==> src/rtl/conv_enc_pkg.sv <==
// conv_enc_pkg: shared types and helpers for the convolutional encoder.
// FSM state constants, default K=3 rate-1/2 generators, counter widths.
package conv_enc_pkg;

  typedef logic [0:0] conv_state_t;

  localparam conv_state_t S_RUN  = 1'b0;
  localparam conv_state_t S_TAIL = 1'b1;

  // generator 1 = 101, generator 0 = 111
  localparam logic [5:0] CONV_G_K3_R12 = {3'b101, 3'b111};

  // counter width for n distinct values, at least one bit
  function automatic int conv_cnt_w(input int n);
    return (n <= 2) ? 1 : $clog2(n);
  endfunction

endpackage

==> src/rtl/conv_enc_serializer.sv <==
// conv_enc_serializer: one-codeword buffer, serial out handshake, puncturing.
// Ports: clk, reset (async low), load/load_cw/load_end, out_*, free.
// Macro CONV_ENC_PUNCT_EN adds PUNCT_P/PUNCT_MASK and the load_tail port.
module conv_enc_serializer
  import conv_enc_pkg::*;
#(
  parameter int N = 2
`ifdef CONV_ENC_PUNCT_EN
  ,
  parameter int PUNCT_P = 2,
  parameter logic [N*PUNCT_P-1:0] PUNCT_MASK = '1
`endif
) (
  input  logic         clk,
  input  logic         reset,
  input  logic         load,
  input  logic [N-1:0] load_cw,
`ifdef CONV_ENC_PUNCT_EN
  input  logic         load_tail,
`endif
  input  logic         load_end,
  input  logic         out_ready,
  output logic         out_valid,
  output logic         out_bit,
  output logic         out_last,
  output logic         free
);

  localparam int IW = conv_cnt_w(N);

  logic [N-1:0]  cw;
  logic          full;
  logic          fin;
  logic [IW-1:0] idx;
  logic [IW-1:0] idx_nxt;
  logic [IW-1:0] idx_first;
  logic          last_kept;
  logic [N-1:0]  keep;
  logic [N-1:0]  keep_new;

`ifdef CONV_ENC_PUNCT_EN
  localparam int PW = conv_cnt_w(PUNCT_P);

  logic [PW-1:0] phase;

  for (genvar j = 0; j < PUNCT_P; j++) begin : g_chk
    if (PUNCT_MASK[j*N +: N] == '0) begin : g_bad
      $error("conv_enc_serializer: mask column %0d keeps no bits", j);
    end
  end

  // tail codewords are always sent whole
  assign keep_new = load_tail ? '1
                  : PUNCT_MASK[int'(phase)*N +: N];

  always_ff @(posedge clk or negedge reset) begin
    if (!reset) begin
      keep  <= '1;
      phase <= '0;
    end else if (load) begin
      keep <= keep_new;
      if (load_tail)
        phase <= '0;
      else if (phase == PW'(PUNCT_P - 1))
        phase <= '0;
      else
        phase <= phase + 1'b1;
    end
  end
`else
  assign keep_new = '1;
  assign keep     = '1;
`endif

  // next kept bit above idx, and first kept bit of a new codeword
  always_comb begin
    last_kept = 1'b1;
    idx_nxt   = idx;
    idx_first = '0;
    for (int i = N - 1; i >= 0; i--) begin
      if (i > int'(idx) && keep[i]) begin
        last_kept = 1'b0;
        idx_nxt   = IW'(i);
      end
      if (keep_new[i])
        idx_first = IW'(i);
    end
  end

  assign out_valid = full;
  assign out_bit   = cw[idx];
  assign out_last  = full & fin & last_kept;
  assign free      = !full | (out_ready & last_kept);

  always_ff @(posedge clk or negedge reset) begin
    if (!reset) begin
      cw   <= '0;
      full <= 1'b0;
      idx  <= '0;
      fin  <= 1'b0;
    end else if (load) begin
      cw   <= load_cw;
      full <= 1'b1;
      idx  <= idx_first;
      fin  <= load_end;
    end else if (full && out_ready) begin
      if (last_kept)
        full <= 1'b0;
      else
        idx <= idx_nxt;
    end
  end

endmodule

==> src/rtl/conv_encoder.sv <==
// conv_encoder: rate-1/N, constraint-K convolutional encoder, zero-tail flush.
// Ports: clk, reset (async low), in_valid/ready/bit/last, out_valid/ready/bit/last.
// Macro CONV_ENC_PUNCT_EN enables puncturing of data codewords.
module conv_encoder
  import conv_enc_pkg::*;
#(
  parameter int K = 3,
  parameter int N = 2,
  parameter logic [N*K-1:0] G = CONV_G_K3_R12,
  parameter int PUNCT_P = 2,
  parameter logic [N*PUNCT_P-1:0] PUNCT_MASK = 4'b0111
) (
  input  logic clk,
  input  logic reset,
  input  logic in_valid,
  output logic in_ready,
  input  logic in_bit,
  input  logic in_last,
  output logic out_valid,
  input  logic out_ready,
  output logic out_bit,
  output logic out_last
);

  localparam int TW = conv_cnt_w(K - 1);

  if (K < 2 || N < 2 || PUNCT_P < 1 || PUNCT_MASK == '0) begin : g_bad
    $error("conv_encoder: illegal parameters");
  end

  conv_state_t   state;
  logic [K-2:0]  sr;
  logic [TW-1:0] tcnt;
  logic          free;
  logic          tail;
  logic          acc;
  logic          gen;
  logic          d;
  logic          t_end;
  logic [K-1:0]  win;
  logic [N-1:0]  cw_new;

  assign tail     = (state == S_TAIL);
  assign in_ready = reset & !tail & free;
  assign acc      = in_valid & in_ready;
  assign gen      = acc | (tail & free);
  assign d        = !tail & in_bit;
  assign t_end    = tail & (tcnt == TW'(K - 2));
  assign win      = {d, sr};

  always_comb begin
    cw_new = '0;
    for (int i = 0; i < N; i++)
      cw_new[i] = ^(G[i*K +: K] & win);
  end

  always_ff @(posedge clk or negedge reset) begin
    if (!reset) begin
      state <= S_RUN;
      sr    <= '0;
      tcnt  <= '0;
    end else if (gen) begin
      sr <= win[K-1:1];
      if (tail) begin
        tcnt  <= t_end ? '0 : tcnt + 1'b1;
        state <= t_end ? S_RUN : S_TAIL;
      end else if (in_last) begin
        state <= S_TAIL;
        tcnt  <= '0;
      end
    end
  end

  conv_enc_serializer #(
    .N(N)
`ifdef CONV_ENC_PUNCT_EN
    ,
    .PUNCT_P(PUNCT_P),
    .PUNCT_MASK(PUNCT_MASK)
`endif
  ) u_ser (
    .clk      (clk),
    .reset    (reset),
    .load     (gen),
    .load_cw  (cw_new),
`ifdef CONV_ENC_PUNCT_EN
    .load_tail(tail),
`endif
    .load_end (t_end),
    .out_ready(out_ready),
    .out_valid(out_valid),
    .out_bit  (out_bit),
    .out_last (out_last),
    .free     (free)
  );

endmodule

==> config.mk <==
export PLATFORM = sky130hd
export DESIGN_NAME = conv_encoder
export DESIGN_NICKNAME = d
export VERILOG_FILES = /design/src/rtl/conv_enc_pkg.sv /design/src/rtl/conv_enc_serializer.sv /design/src/rtl/conv_encoder.sv
export SDC_FILE = /design/constraint.sdc
export NUM_CORES = 1
export LEC_CHECK = 0
export ABC_CLOCK_PERIOD_IN_PS = 1200
export BUFFER_PORTS_ARGS = -buffer_cell sky130_fd_sc_hd__buf_2
export CAP_MARGIN = 20
export CELL_PAD_IN_SITES_DETAIL_PLACEMENT = 0
export CELL_PAD_IN_SITES_GLOBAL_PLACEMENT = 1
export CORE_MARGIN = 2
export CORE_UTILIZATION = 35
export CTS_BUF_LIST = sky130_fd_sc_hd__clkbuf_16
export DETAILED_ROUTE_END_ITERATION = 16
export MAX_ROUTING_LAYER = met4
export PLACE_DENSITY_LB_ADDON = 0.1
export SETUP_SLACK_MARGIN = 0.02
export SLEW_MARGIN = 5
export SYNTH_ARGS = -nofsm -noshare
export SYNTH_HDL_FRONTEND = slang
export SYNTH_SLANG_ARGS = --single-unit
==> constraint.sdc <==
create_clock -name clk -period 1.2 [get_ports clk]
set_input_delay 0.18 -clock clk [delete_from_list [all_inputs] [get_ports clk]]
set_output_delay 0.18 -clock clk [all_outputs]
set_load 0.01 [all_outputs]
**Word level (Yosys, flattened, before mapping)**

Index checks and enable logic that the tools add are counted.

- Flip-flop bits (word level): 9
- Input bits: 6
- Output and inout bits: 4
- Logic and storage cells: 48

- $add $sub $neg: 1
- $lt $le $gt $ge: 2
- Eq/ne operators: 1
- Multiplexer cells: 15
- Bitwise operators: 11
- Reductions and logical operators: 11

Operators by type and width:

| kind | number |
|---|---|
| 1-bit 2-to-1 mux | 15 |
| 1-bit bitwise AND | 9 |
| 2-bit AND reduction | 3 |
| 2-bit nonzero test | 3 |
| 3-bit parity | 2 |
| 1-bit logical NOT | 2 |
| 1-bit by 2-bit < comparator with 1-bit output (second input constant) | 1 |
| 2-bit != test (second input constant) | 1 |
| 1-bit bitwise OR | 2 |
| 1-bit adder (second input constant) | 1 |
| 1-bit > comparator (first input constant) | 1 |
| 1-bit logical AND | 1 |

**Depth between registers and ports, before layout**

Gate-level depths: netlist (run 1).

- Depth in word-level cells: 9
- Mapped depth: 3

**Cells and area by module**

A second synthesis (run 1) with hierarchy kept.

- Cell total of the unflattened synthesis: 41
- Area total of the unflattened synthesis: 467.9 um^2

By module, submodules not included:

| module | instances | cells an instance | area an instance (um^2) | seq. area each (um^2) |
|---|---|---|---|---|
| conv_encoder | 1 | 26 | 266.5 | 100.1 |
| conv_enc_serializer | 1 | 15 | 201.4 | 125.1 |

**Least setup slack after synthesis (run 1)**

OpenSTA, ideal clock, no wires.

- Kind: register to register
- Start: register u_ser.full (netlist: u_ser.out_valid)
- End: register sr[0]
- Setup time: 125 ps
- Arrival: 1064 ps
- Data required time: 1075 ps
- Setup slack: 11 ps
- Stages on the path, launching flop included: 4
- Buffers on the path: 0
- Period minus slack after synthesis: 1189 ps
- Path through: dfrtp_1 -> a21boi_4 -> nor2_4 -> mux2_4

- Longest elaborated chain between the ends: 5
- Elaborated cells between the ends (all ways): 6
- Classes of those cells: bitwise: 5; reduce/logical: 1

RTL lines:

| item | line | text |
|---|---|---|
| from (decl) | conv_enc_serializer.sv:32 | `logic full;` |
| from (signal assigned) | conv_enc_serializer.sv:98 | `full <= 1'b0;` |
| from (signal assigned) | conv_enc_serializer.sv:103 | `full <= 1'b1;` |
| from (signal assigned) | conv_enc_serializer.sv:108 | `full <= 1'b0;` |
| 1-bit logical NOT * | conv_enc_serializer.sv:93 | `assign free = !full \| (out_ready & last_kept);` |
| 1-bit bitwise OR * | conv_enc_serializer.sv:93 |  |
| 1-bit bitwise AND | conv_encoder.sv:44 | `assign in_ready = reset & !tail & free;` |
| 1-bit bitwise AND | conv_encoder.sv:45 | `assign acc = in_valid & in_ready;` |
| 1-bit bitwise OR * | conv_encoder.sv:46 | `assign gen = acc \| (tail & free);` |
| to (signal assigned) | conv_encoder.sv:63 | `sr <= win[K-1:1];` |
| to (decl) | conv_encoder.sv:32 | `logic [K-2:0] sr;` |

Every way passes the cells marked *; elsewhere a longest branch is shown, timed or not.
A chain may end at the register's enable or synchronous reset.

**Final worst setup path (run 1)**

- Start: register u_ser.idx
- End: output port in_ready

- Longest elaborated chain between the ends: 5

RTL lines:

| item | line | text |
|---|---|---|
| from (decl) | conv_enc_serializer.sv:34 | `logic [IW-1:0] idx;` |
| from (signal assigned) | conv_enc_serializer.sv:104 | `idx <= idx_first;` |
| from (signal assigned) | conv_enc_serializer.sv:110 | `idx <= idx_nxt;` |
| 1-bit > comparator | conv_enc_serializer.sv:81 | `if (i > int'(idx) && keep[i]) begin` |
| 1-bit 2-to-1 mux | conv_enc_serializer.sv:81 |  |
| 1-bit bitwise AND | conv_enc_serializer.sv:93 |  |
| 1-bit bitwise OR | conv_enc_serializer.sv:93 |  |
| 1-bit bitwise AND | conv_encoder.sv:44 |  |
| to (decl) | conv_encoder.sv:16 | `output logic in_ready,` |

No other way between the ends.

==> results.ini, run 1 <==
[global_route]
grt.busiest_layer = met2
met1_usage = 0.186
grt_antenna_before_repair = 0
grt.total_usage = 0.163
grtUsageMet3 = 0.0489
grtUsageMet2 = 0.238
grt_pass1_vias = 364
grt_max_degree = 8
grt_overflow_total = 0
grt_pass1_wl_mm = 1.59

[synthesis]
yosysMostFrequentCell = dfrtp_1
synth_area_um2 = 470
seq_area_frac_synth = 0.479
synthTopCellsByArea = dfrtp_1, mux2_4, xnor3_1
synth_cell_types = 21
synthAdderAreaFrac = 0
syn_area_per_cell_um2 = 13.1
yosysTopAreaCell = dfrtp_1
syn_nets = 42
yosysWarnings = 0
synth-simple-area-share = 0.138
synth.top_cell.area_share = 0.479
netlist_top_cells_count = dfrtp_1, mux2_4, nand2_1
synth_top_family_by_area = compound AO/OA/AOI/OAI gates
synth_xor_area_frac = 0.0665
async_flop_share = 1.00
synth_edf_count = 0
synthFlopType = dfrtp_1
ys_ff_latch = 9
synth_compound_area_frac = 0.197
synth_mux_area_frac = 0.120
netlist_instances = 36

[clock_tree]
cts_buffer_depth = 2
tritoncts = built
clkTransAtPathRegs_ns = 0.04
htreeDepth = 1
insertion_delay_ns = 0.23
cts_buffers = 3
cts_root_buffer = clkbuf_16
cts_sinks = 9

[pwr]
fin_total_pwr_mw = 2.37
ir_drop_mv = 1.18
p_per_area_mw_per_mm2 = 3000
leakage_nw = 0.376

[outcome]
violations = negative setup slack
status = finished, violations left

[place]
place_congestion = 0.640
place_area_um2 = 572
io_buffers = 9
pre_cts_slack_ns = 0.00376

[run]
maxCapViolCount = 0

[min_path]
hold_class = input port to flop

[die]
rows = 13
die_h_um = 40.7
start_util = 0.366
dieArea_mm2 = 0.00165
die_w_um = 40.7
ioPinCount = 10
core_area_mm2 = 0.00128

[drt]
wl_mm = 1.18
drtPass1Iterations = 4
drcViolationCount = 0
num_vias = 382
viasPerCell = 5.03
wl_per_cell_um = 15.5
ant_nets = 0
drt_iter0_markers = 4

[sta]
rsz0062_at_grt = true
max_freq_ghz = 0.776
max_slew_margin = 0.854
worst_pin_slew_ns = 0.218
finalMaxSlewViolations = 0
fin_ws_ns = -0.0887
min_period_ns = 1.29
setup_tns_ns = -0.447
holdWs_ns = 0.283
finalSetupViolCount = 6
skew_ns = 0.000312
post-route-period-util = 1.07
hold_viol_final = 0

[final_layout]
num-fill-cells = 104
final_nets = 68
final-seq-area_um2 = 226
drive_gt1_frac = 0.656
diodes = 0
syn2layout_area_growth_pct = 67.8
fin_area_um2 = 790
multiInputGateArea_um2 = 288

[worst_setup_path]
critPathLaunchType = flop
critPathRequiredTime_ns = 1.02
endpoint_kind = output pin
timing_worst_setup_path_type = flop to output pin
arrival_ns = 1.11
critPathMaxFanout = 4

==> worst max-delay path, stage by stage (launching register included) <==
cell	delay, ns
dfrtp_2	0.43
a21boi_4	0.23
nor3b_2	0.07
buf_2	0.14
==> logic make-up after synthesis <==
family,after synthesis
xor+xnor,2
compound gates,10
flops,9
mux,4
simple gates,11
==> area by class of cell <==
| cell class | count | share of cell area |
|---|---|---|
| Clock inverter | 1 | 0.00475 |
| Sequential cell | 9 | 0.287 |
| Tap cell | 15 | 0.0238 |
| Multi-Input combinational cell | 27 | 0.365 |
| Clock buffer | 3 | 0.0951 |
| Timing Repair Buffer | 21 | 0.225 |
==> worst paths after layout <==
| path | start | end | slack, ns | cells past startpoint |
|---|---|---|---|---|
| max in group asynchronous | reset | u_ser.idx | 0.50 | 3 |
| hold / removal | out_ready | u_ser.idx | 0.28 | 3 |
| hold reg to reg | u_ser.cw[0] | u_ser.cw[0] | 0.51 | 2 |
| min in group asynchronous | reset | tcnt | 0.35 | 2 |
| setup / recovery | u_ser.idx | in_ready | -0.09 | 3 |
| setup reg to reg | u_ser.out_valid | u_ser.cw[1] | -0.09 | 4 |
==> state kept, by name, indices dropped and copies added, names as in the netlist <==
register,cells
sr,2
state,1
tcnt,1
u_ser.cw,2
u_ser.fin,1
u_ser.idx,1
u_ser.out_valid,1
==> per-layer routing <==
metal  share of wire  vias to the layer above
met4           0.020                        0
met3           0.037                        2
met1            0.43                      187
met2            0.51                       11
li1                -                      182
met5               0                        -
==> power breakdown <==
group,internal (mW),switching (mW),total [mW]
clock,0.435,0.145,0.580
sequential,0.446,0.122,0.568
combinational,0.740,0.483,1.22
==> metrics by stage <==
stage               std cells  utilization
floorplan                  36            -
global route               76        0.614
global placement           65        0.445
finish                     76        0.614
detailed placement         65        0.445
CTS                        74        0.575
==> cells in the final DEF (no fill, tap or decap), drive strengths merged <==
master | netlist | layout
buf | 0 | 20
dfrtp | 9 | 9
mux2 | 4 | 4
clkbuf | 0 | 3
nand2 | 3 | 3
o21ai | 3 | 3
nor2 | 3 | 3
nor3b | 2 | 2
o31ai | 2 | 2
a21oi | 2 | 2
a21boi | 1 | 1
and3 | 1 | 1
a21bo | 1 | 1
nor2b | 1 | 1
xnor3 | 1 | 1
nand3 | 1 | 1
xor2 | 1 | 1
o21a | 1 | 1
inv | 0 | 1
dlygate4sd3 | 0 | 1
==> timing repair <==
item	in CTS	in global routing
buffers inserted	4	2
pin swaps	2	4
endpoints found under the hold margin	9	0
hold buffers	1	0
gates resized for setup	9	8
endpoints found under the setup margin	6	10
Note: power is estimated with default switching activity, not from simulation.
==> inputs of run 2 (changes only) <==
--- a/config.mk
+++ b/config.mk
@@ -14,7 +14,6 @@
 export CORE_UTILIZATION = 35
 export CTS_BUF_LIST = sky130_fd_sc_hd__clkbuf_16
 export DETAILED_ROUTE_END_ITERATION = 16
-export MAX_ROUTING_LAYER = met4
 export PLACE_DENSITY_LB_ADDON = 0.1
 export SETUP_SLACK_MARGIN = 0.02
 export SLEW_MARGIN = 5
==> results.ini, run 2 (synthesized netlist as in run 1, its figures left out) <==
[outcome]
status = finished, violations left  ; unchanged
violations = negative setup slack  ; unchanged

[die]
die_w_um = 40.7  ; unchanged
rows = 13  ; unchanged
start_util = 0.366  ; unchanged
dieArea_mm2 = 0.00165  ; unchanged
ioPinCount = 10  ; unchanged
die_h_um = 40.7  ; unchanged
core_area_mm2 = 0.00128  ; unchanged

[final_layout]
final_nets = 68  ; unchanged
largestRegisters = sr x2, u_ser.cw x2  ; unchanged
diodes = 0  ; unchanged
final_common_cell = dfrtp_1  ; unchanged
drive_gt1_frac = 0.656  ; unchanged
final_cell_mix = dfrtp_1, buf_2, buf_6, buf_4, mux2_4  ; unchanged
num-fill-cells = 104  ; unchanged
final-seq-area_um2 = 226  ; unchanged
multiInputGateArea_um2 = 288  ; unchanged
final_core_util = 0.614  ; unchanged
syn2layout_area_growth_pct = 67.8  ; unchanged
fin_area_um2 = 790  ; unchanged

[sta]
rsz0062_at_grt = true  ; unchanged
fin_ws_ns = -0.0879  ; was -0.0887 ns
max_freq_ghz = 0.776  ; about the same
finalSetupViolCount = 6  ; unchanged
min_period_ns = 1.29  ; about the same
setup_tns_ns = -0.445  ; was -0.447 ns
worst_pin_slew_ns = 0.217  ; was 0.218 ns
skew_ns = 0.000567  ; was 0.000312 ns
finalMaxSlewViolations = 0  ; unchanged
hold_viol_final = 0  ; unchanged
post-route-period-util = 1.07  ; about the same
max_slew_margin = 0.855  ; was 0.854

[worst_setup_path]
timing_worst_setup_path_type = flop to output pin  ; unchanged
slowest_stage = dfrtp_2  ; unchanged
critPathLaunchType = flop  ; unchanged
max_stage_delay_ns = 0.43  ; about the same
critPathRequiredTime_ns = 1.02  ; about the same
endpoint_kind = output pin  ; unchanged
critPathMaxFanout = 4  ; unchanged
arrival_ns = 1.11  ; about the same
crit_chain = a21boi_4 > nor3b_2 > buf_2  ; unchanged

[global_route]
grt.total_usage = 0.159  ; was 0.163
grt_pass1_vias = 364  ; unchanged
grt_overflow_total = 0  ; unchanged
grt_pass1_wl_mm = 1.59  ; unchanged
grt_antenna_before_repair = 0  ; unchanged
grt_max_degree = 8  ; unchanged

[place]
place_area_um2 = 572  ; unchanged
place_congestion = 0.635  ; was 0.640
io_buffers = 9  ; unchanged

[pwr]
ir_drop_mv = 1.18  ; about the same
p_per_area_mw_per_mm2 = 3000  ; about the same
leakage_nw = 0.376  ; unchanged

[drt]
drt_iter0_markers = 3  ; was 4
wl_mm = 1.18  ; about the same
drcViolationCount = 0  ; unchanged
ant_nets = 0  ; unchanged
num_vias = 384  ; was 382
viasPerCell = 5.05  ; was 5.03
wl_per_cell_um = 15.6  ; was 15.5 um
drtPass1Iterations = 4  ; unchanged

[min_path]
hold_class = input port to flop  ; unchanged

[clock_tree]
insertion_delay_ns = 0.23  ; about the same
cts_buffers = 3  ; unchanged
tritoncts = built  ; unchanged
clkTransAtPathRegs_ns = 0.04  ; about the same
cts_root_buffer = clkbuf_16  ; unchanged
cts_buffer_depth = 2  ; unchanged
htreeDepth = 1  ; unchanged
cts_sinks = 9  ; unchanged

[run]
maxCapViolCount = 0  ; unchanged

run 2: timing repair:
item,4_1_cts,5_1_grt
hold buffers,1,0
pin swaps,2,4
hold endpoints to repair,9,0
resized for setup,9,8
setup buffers,4,2
setup endpoints to repair,6,10
run 2: metal layers:
layer  track usage  wire (um)
met1         0.186        508
met2         0.238        595
met3        0.0489         40
met4         0.125         37
met5             0          0
run 2: where the power goes:
group / internal [mW] / switching (mW)
logic: 0.740 / 0.483
clock network: 0.435 / 0.144
registers: 0.446 / 0.122
run 2: path summary, 6_finish.rpt:
check | start | endpoint | slack [ns] | cells after the start
setup reg to reg | u_ser.out_valid | u_ser.cw[1] | -0.09 | 4
hold reg to reg | u_ser.cw[0] | u_ser.cw[0] | 0.51 | 2
setup / recovery | u_ser.idx | in_ready | -0.09 | 3
max in group asynchronous | reset | u_ser.idx | 0.50 | 3
min in group asynchronous | reset | tcnt | 0.35 | 2
hold / removal | out_ready | u_ser.idx | 0.28 | 3
run 2: per-stage QoR:
step,instances,power [mW],hold slack [ns],setup slack (ns)
finish,76,2.37,0.282,-0.0879
global route,76,2.50,0.307,-0.114
CTS,74,2.22,0.272,-0.112
detailed placement,65,1.36,0.00244,0.00376
global placement,65,1.33,0.00246,0.0354
floorplan,36,1.09,-0.116,0.0261
run 2: layout make-up:
type                            instances  share of cell area
Multi-Input combinational cell         27               0.365
Clock inverter                          1             0.00475
Timing Repair Buffer                   21               0.225
Tap cell                               15              0.0238
Sequential cell                         9               0.287
Clock buffer                            3              0.0951
run 2: worst max-delay path, delay by kind of cell (launching register included):
kind / cells / cell delay, ns
flip-flops: 1 / 0.43
AO/OA/AOI/OAI: 1 / 0.23
buffers and inverters: 1 / 0.14
AND/OR/NAND/NOR: 1 / 0.07
